--- config.mk ---
export PLATFORM = sky130hd
export DESIGN_NAME = obc_slice_sequencer
export DESIGN_NICKNAME = d
export VERILOG_FILES = /design/src/rtl/obc_slice_sequencer.sv
export SDC_FILE = /design/constraint.sdc
export NUM_CORES = 1
export LEC_CHECK = 0
export CAP_MARGIN = 20
export CORE_UTILIZATION = 59
export DETAILED_ROUTE_END_ITERATION = 16
export GPL_TIMING_DRIVEN = 0
export PLACE_DENSITY = 0.84
export SLEW_MARGIN = 5
export SYNTH_ARGS = -nofsm -noshare
export SYNTH_HDL_FRONTEND = slang
export SYNTH_SLANG_ARGS = --single-unit
--- constraint.sdc ---
create_clock -name clk -period 14.75 [get_ports clk]
set_input_delay 2.95 -clock clk [delete_from_list [all_inputs] [get_ports clk]]
set_output_delay 2.95 -clock clk [all_outputs]
set_load 0.05 [all_outputs]
--- src/rtl/obc_slice_sequencer.sv ---
// ---------------------------------------------------------------------------
// obc_slice_sequencer
//
// Bit-serial sequencer for an offset-binary-coding (OBC) DFT bin. It accepts
// a block of sixteen two's-complement samples and walks through them one bit
// slice at a time, LSB first. Each slice goes out to an external ROM tree,
// which returns a partial sum. The sequencer shift-accumulates those partial
// sums and adds the per-block OBC offset to form the bin result.
//
// Parameters
//   W            sample width in bits (2..16)
//
// Ports
//   clk          single clock, rising edge
//   rst_n        asynchronous active-low reset
//   in_valid     upstream offers a sample block
//   in_ready     sequencer can accept a block (IDLE only)
//   in_data      16 samples, sample i at [i*W +: W]
//   offset       OBC offset constant, captured together with in_data
//   slice_x      current bit slice: slice_x[i] = bit k of sample i
//   slice_m      high on the sign slice (k = W-1)
//   slice_valid  slice_x / slice_m are meaningful this cycle
//   rom_in       ROM tree partial sum for the slice being presented
//   out_valid    result available
//   out_ready    downstream accepts the result
//   out_data     DFT bin result (modulo 2^32)
//   busy         high whenever the sequencer is not IDLE
// ---------------------------------------------------------------------------
module obc_slice_sequencer #(
   parameter int W = 8
) (
   input  logic            clk,
   input  logic            rst_n,
   input  logic            in_valid,
   output logic            in_ready,
   input  logic [16*W-1:0] in_data,
   input  logic [31:0]     offset,
   output logic [15:0]     slice_x,
   output logic            slice_m,
   output logic            slice_valid,
   input  logic [31:0]     rom_in,
   output logic            out_valid,
   input  logic            out_ready,
   output logic [31:0]     out_data,
   output logic            busy
);

   localparam int KW = (W > 1) ? $clog2(W) : 1;
   localparam logic [KW-1:0] K_LAST = KW'(W - 1);

   typedef enum logic [1:0] {
      IDLE,
      SLICE,
      DONE
   } state_t;

   state_t        state;
   logic [KW-1:0] k;
   logic [KW-1:0] k_next;
   logic [W-1:0]  samp [16];
   logic [31:0]   off_reg;
   logic [31:0]   acc;
   logic [31:0]   acc_sum;

   // Shift-add of the ROM partial sum for the slice on the wires right now.
   // The sign slice needs no special handling here: the ROM tree already
   // negates its partial sum when slice_m is high.
   assign acc_sum = acc + (rom_in << k);
   assign k_next  = k + KW'(1);

   // All interface outputs are registered. The slice for step k+1 is loaded
   // on the same edge that consumes the ROM result for step k, so the slice
   // pipeline runs without stalls and rom_in always belongs to the slice
   // currently presented.
   always_ff @(posedge clk or negedge rst_n) begin
      if (!rst_n) begin
         state       <= IDLE;
         k           <= '0;
         off_reg     <= '0;
         acc         <= '0;
         in_ready    <= 1'b1;
         slice_x     <= '0;
         slice_m     <= 1'b0;
         slice_valid <= 1'b0;
         out_valid   <= 1'b0;
         out_data    <= '0;
         busy        <= 1'b0;
         for (int i = 0; i < 16; i++) begin
            samp[i] <= '0;
         end
      end else begin
         case (state)
            IDLE: begin
               if (in_valid) begin
                  for (int i = 0; i < 16; i++) begin
                     samp[i]    <= in_data[i*W +: W];
                     slice_x[i] <= in_data[i*W];
                  end
                  off_reg     <= offset;
                  acc         <= '0;
                  k           <= '0;
                  slice_m     <= 1'b0;
                  slice_valid <= 1'b1;
                  in_ready    <= 1'b0;
                  busy        <= 1'b1;
                  state       <= SLICE;
               end
            end

            SLICE: begin
               acc <= acc_sum;
               if (k == K_LAST) begin
                  out_data    <= acc_sum + off_reg;
                  out_valid   <= 1'b1;
                  slice_x     <= '0;
                  slice_m     <= 1'b0;
                  slice_valid <= 1'b0;
                  state       <= DONE;
               end else begin
                  for (int i = 0; i < 16; i++) begin
                     slice_x[i] <= samp[i][k_next];
                  end
                  slice_m <= (k_next == K_LAST);
                  k       <= k_next;
               end
            end

            DONE: begin
               if (out_ready) begin
                  out_valid <= 1'b0;
                  in_ready  <= 1'b1;
                  busy      <= 1'b0;
                  state     <= IDLE;
               end
            end

            default: begin
               state <= IDLE;
            end
         endcase
      end
   end

endmodule

==> impl_metrics.py <==
metrics = {
    "layout": {
        "finalNetCount": 2217,
        "syn2layout_area_growth_pct": 26.75,
        "largest-register": "samp",
        "final_cell_count_no_fill": 2298,
        "fillerInstances": 1635,
        "largest_register_ffs": 128,
        "drive_gt1_frac": 0.07407,
    },
    "worst_setup_path": {
        "crit_arrival_ps": 8560,
        "path_class": "in -> reg",
        "r2r-start": "k[0]$_DFFE_PN0P_",
        "startpoint_type": "input port",
        "crit_path_end_kind": "flip-flop",
        "crit_fanout": 8,
        "cp_cell_sequence": "clkdlybuf4s50_1 -> mux2_2 -> mux4_2 -> ha_1 -> buf_6 -> a41o_1 -> a221oi_2 -> nand3_1 -> a21o_1 -> a21oi_1 -> xnor2_1 -> ha_1 -> clkbuf_1 -> nand3_1 -> nor2_1 -> nand2_1 -> a311oi_1 -> o211ai_1 -> a21boi_0 -> nor3_1 -> o31ai_1",
        "r2r_cells": 23,
        "max_stage_delay_ps": 660,
        "reg2reg_to": "out_data[30]$_DFFE_PN0P_",
        "critPathSlowestCell": "a311oi_1",
        "r2r_setup_slack_ps": 7760,
        "crit_required_ps": 15220,
    },
    "placed_design": {
        "gp_congestion": 0.9628,
        "io_buffers": 248,
        "dpl.cell_count": 2243,
        "dp_hpwl_um": 34040,
    },
    "synth": {
        "yosysTopAreaCellShare": 0.4205,
        "synth_edf_count": 0,
        "synthArstFlopShare": 1.000,
        "synth_cell_type_count": 73,
        "yosys_warnings": 0,
        "yosysTopAreaCell": "dfrtp_1",
        "netlist_area_sq_mm": 0.01482,
        "synth_flop_cell": "dfrtp_1",
        "synthCells": 1669,
        "seq_area_frac_synth": 0.4222,
        "syn_area_per_cell_sq_um": 8.879,
        "syn_nets": 1937,
        "ys_seq_elements": 250,
        "synthTopCellsByArea": "dfrtp_1 42%, nand2_1 16%, mux4_2 6.8%",
    },
    "sta": {
        "report.final.hold_viol_count": 0,
        "skew_ps": 15.95,
        "finalSetupViolCount": 0,
        "slew_headroom": 0.2758,
        "fin_crit_sh": 0.5488,
        "period_minus_slack_ps": 8095,
        "worst_pin_slew_ps": 1086,
        "setup-tns-final_ps": 0,
        "finalMaxSlewViolations": 0,
        "fmax_mhz": 123.5,
        "rsz0062_at_grt": "no",
    },
    "floorplanning": {
        "die_area_sq_mm": 0.02576,
        "io_pins": 249,
        "die_y_um": 160.5,
        "start_util": 0.6058,
        "core_area_sq_mm": 0.02446,
        "row_count": 57,
        "die_x_um": 160.5,
    },
    "clocking": {
        "cts_tree": "done",
        "cts_setup_buffers": 0,
        "postCtsHoldBufs": 0,
        "clockBufferDepth": 3,
        "cts_resized": 0,
        "path_clk_slew_ps": 60,
        "clk_latency_ps": 570,
        "cts.sinks": 250,
        "cts_buffers": 28,
        "h-tree-depth": 1,
        "clk_root_buffer_cell": "clkbuf_16",
    },
    "grt": {
        "grt.overflow.total": 0,
        "grt-busiest-layer": "met2",
        "grt_max_degree": 117,
        "use_met1": 0.4254,
        "antenna_found_initial": 5,
        "grt_pass1_vias": 13660,
        "grt_usage": 0.3535,
        "gr-usage-met2": 0.6226,
        "use_met3": 0.05475,
        "grt_pass1_wl_um": 71040,
    },
    "detailed_routing": {
        "drt-initial-drc-count": 1133,
        "ant_nets": 0,
        "dr_total_vias": 13520,
        "firstDrtPassIters": 8,
        "drt-total-wl_um": 45260,
        "wl_per_cell_um": 19.70,
        "drcViolationCount": 0,
        "via_per_inst": 5.884,
    },
    "min_path": {
        "worstHoldStart": "samp[92]$_DFFE_PN0P_",
        "hold_end": "samp[92]$_DFFE_PN0P_",
        "holdCritPathClass": "reg -> reg",
        "hold_depth": 2,
    },
    "job": {
        "cap_violations": 0,
    },
    "outcome": {
        "status": "finished, final reports clean",
    },
}
-- area by class of cell --
class                      count  area [sq um]  share of cell area
multi-input combinational   1297          8073              0.4298
clock buffer                  39         782.0             0.04163
antenna                        3         7.507           0.0003997
tap                          324         405.4             0.02158
buffer                        91         372.9             0.01985
inverter                      31         116.4            0.006195
timing repair buffer         250          2542              0.1354
sequential                   250          6257              0.3331
clock inverter                13         226.5             0.01206
-- routing by layer --
| metal | part of all wire | vias to the layer above | wire [um] |
|---|---|---|---|
| li1 | - | 6276 | - |
| met1 | 0.38 | 6453 | 17290 |
| met4 | 0.049 | 0 | 2222 |
| met5 | 0 | - | 0 |
| met3 | 0.071 | 147 | 3197 |
| met2 | 0.50 | 646 | 22550 |
-- layout by cell type, fill, tap and decap left out, types with 6 or more instances in the layout --
cell type | netlist | layout
nand2_1 | 625 | 625
dfrtp_1 | 249 | 249
clkdlybuf4s50_1 | 0 | 247
clkbuf_1 | 72 | 79
o21ai_0 | 76 | 76
ha_1 | 70 | 70
a21oi_1 | 66 | 66
nor2_1 | 46 | 46
nand3_1 | 45 | 45
mux4_2 | 45 | 45
mux2i_1 | 37 | 37
xnor2_1 | 34 | 34
inv_1 | 30 | 30
a21o_1 | 29 | 29
clkbuf_16 | 0 | 28
o211ai_1 | 26 | 26
mux2_2 | 24 | 24
xor2_1 | 21 | 21
o21bai_1 | 11 | 11
nand4_1 | 10 | 10
a31oi_1 | 9 | 9
buf_1 | 9 | 9
a211oi_1 | 9 | 9
nand2b_1 | 9 | 9
and2_1 | 8 | 8
o21a_1 | 7 | 7
nor3_1 | 7 | 7
o21ai_1 | 6 | 6
and3_1 | 6 | 6
buf_2 | 6 | 6
a21boi_0 | 6 | 6
o2bb2ai_1 | 6 | 6
-- Yosys cell counts (3+ instances only) --
cell type,number
a211o_1,3
a211oi_1,9
a21boi_0,6
a21o_1,29
a21o_2,3
a21oi_1,66
a31oi_1,9
and2_1,8
and3_1,6
buf_1,9
buf_2,6
clkbuf_1,72
dfrtp_1,249
ha_1,70
inv_1,30
mux2_2,24
mux2i_1,37
mux4_2,45
nand2_1,625
nand2b_1,9
nand3_1,45
nand4_1,10
nor2_1,46
nor2b_1,3
nor3_1,7
o211ai_1,26
o21a_1,7
o21ai_0,76
o21ai_1,6
o21bai_1,11
o22ai_1,3
o2bb2ai_1,6
o31ai_1,5
xnor2_1,34
xor2_1,21
-- critical path: cells and delay by family --
family,cells,cell delay [ps]
buffers and inverters,3,880
AO/OA/AOI/OAI,8,2320
adder cells (fa/ha/maj),2,610
multiplexers,2,860
AND/OR/NAND/NOR,5,790
XOR/XNOR,1,140
-- worst max-delay path by stage --
stage / start / end / slack (ps) / cells after the start
3_3_place_gp: rst_n / samp[28]$_DFFE_PN0P_ / 260 / 1
3_5_place_dp: rom_in[5] / out_data[30]$_DFFE_PN0P_ / 6060 / 21
2_1_floorplan: rom_in[2] / out_data[30]$_DFFE_PN0P_ / 7600 / 20
5_1_grt: rom_in[5] / out_data[30]$_DFFE_PN0P_ / 6250 / 20
6_report: rom_in[5] / out_data[30]$_DFFE_PN0P_ / 6660 / 21
4_1_cts: rom_in[5] / out_data[30]$_DFFE_PN0P_ / 6640 / 21
-- through the flow --
stage	area (sq um)	worst slack, ps	util	hold WS (ps)
after global routing	18780	6250	0.7675	490.7
after detailed placement	17770	6059	0.7263	457.4
after global placement	17710	262.0	0.7239	451.8
final	18780	6655	0.7678	474.7
after floorplan	14820	7599	-	440.3
after CTS	18780	6641	0.7675	472.6
-- logic make-up (layout without fill, tap and decap cells) --
| family | count (synthesis) | in the layout | synth area share |
|---|---|---|---|
| AND/OR/NAND/NOR | 775 | 775 | 0.2107 |
| adder cells (fa/ha/maj) | 72 | 72 | 0.06180 |
| XOR/XNOR | 56 | 56 | 0.03403 |
| buffers and inverters | 122 | 424 | 0.03301 |
| multiplexers | 106 | 106 | 0.1116 |
| AO/OA/AOI/OAI | 288 | 288 | 0.1266 |
| other | 0 | 3 | 0 |
| flip-flops | 250 | 250 | 0.4222 |
Power is not shown: default switching activity piles up to over one toggle a cycle in this logic, so the estimate is an artifact.
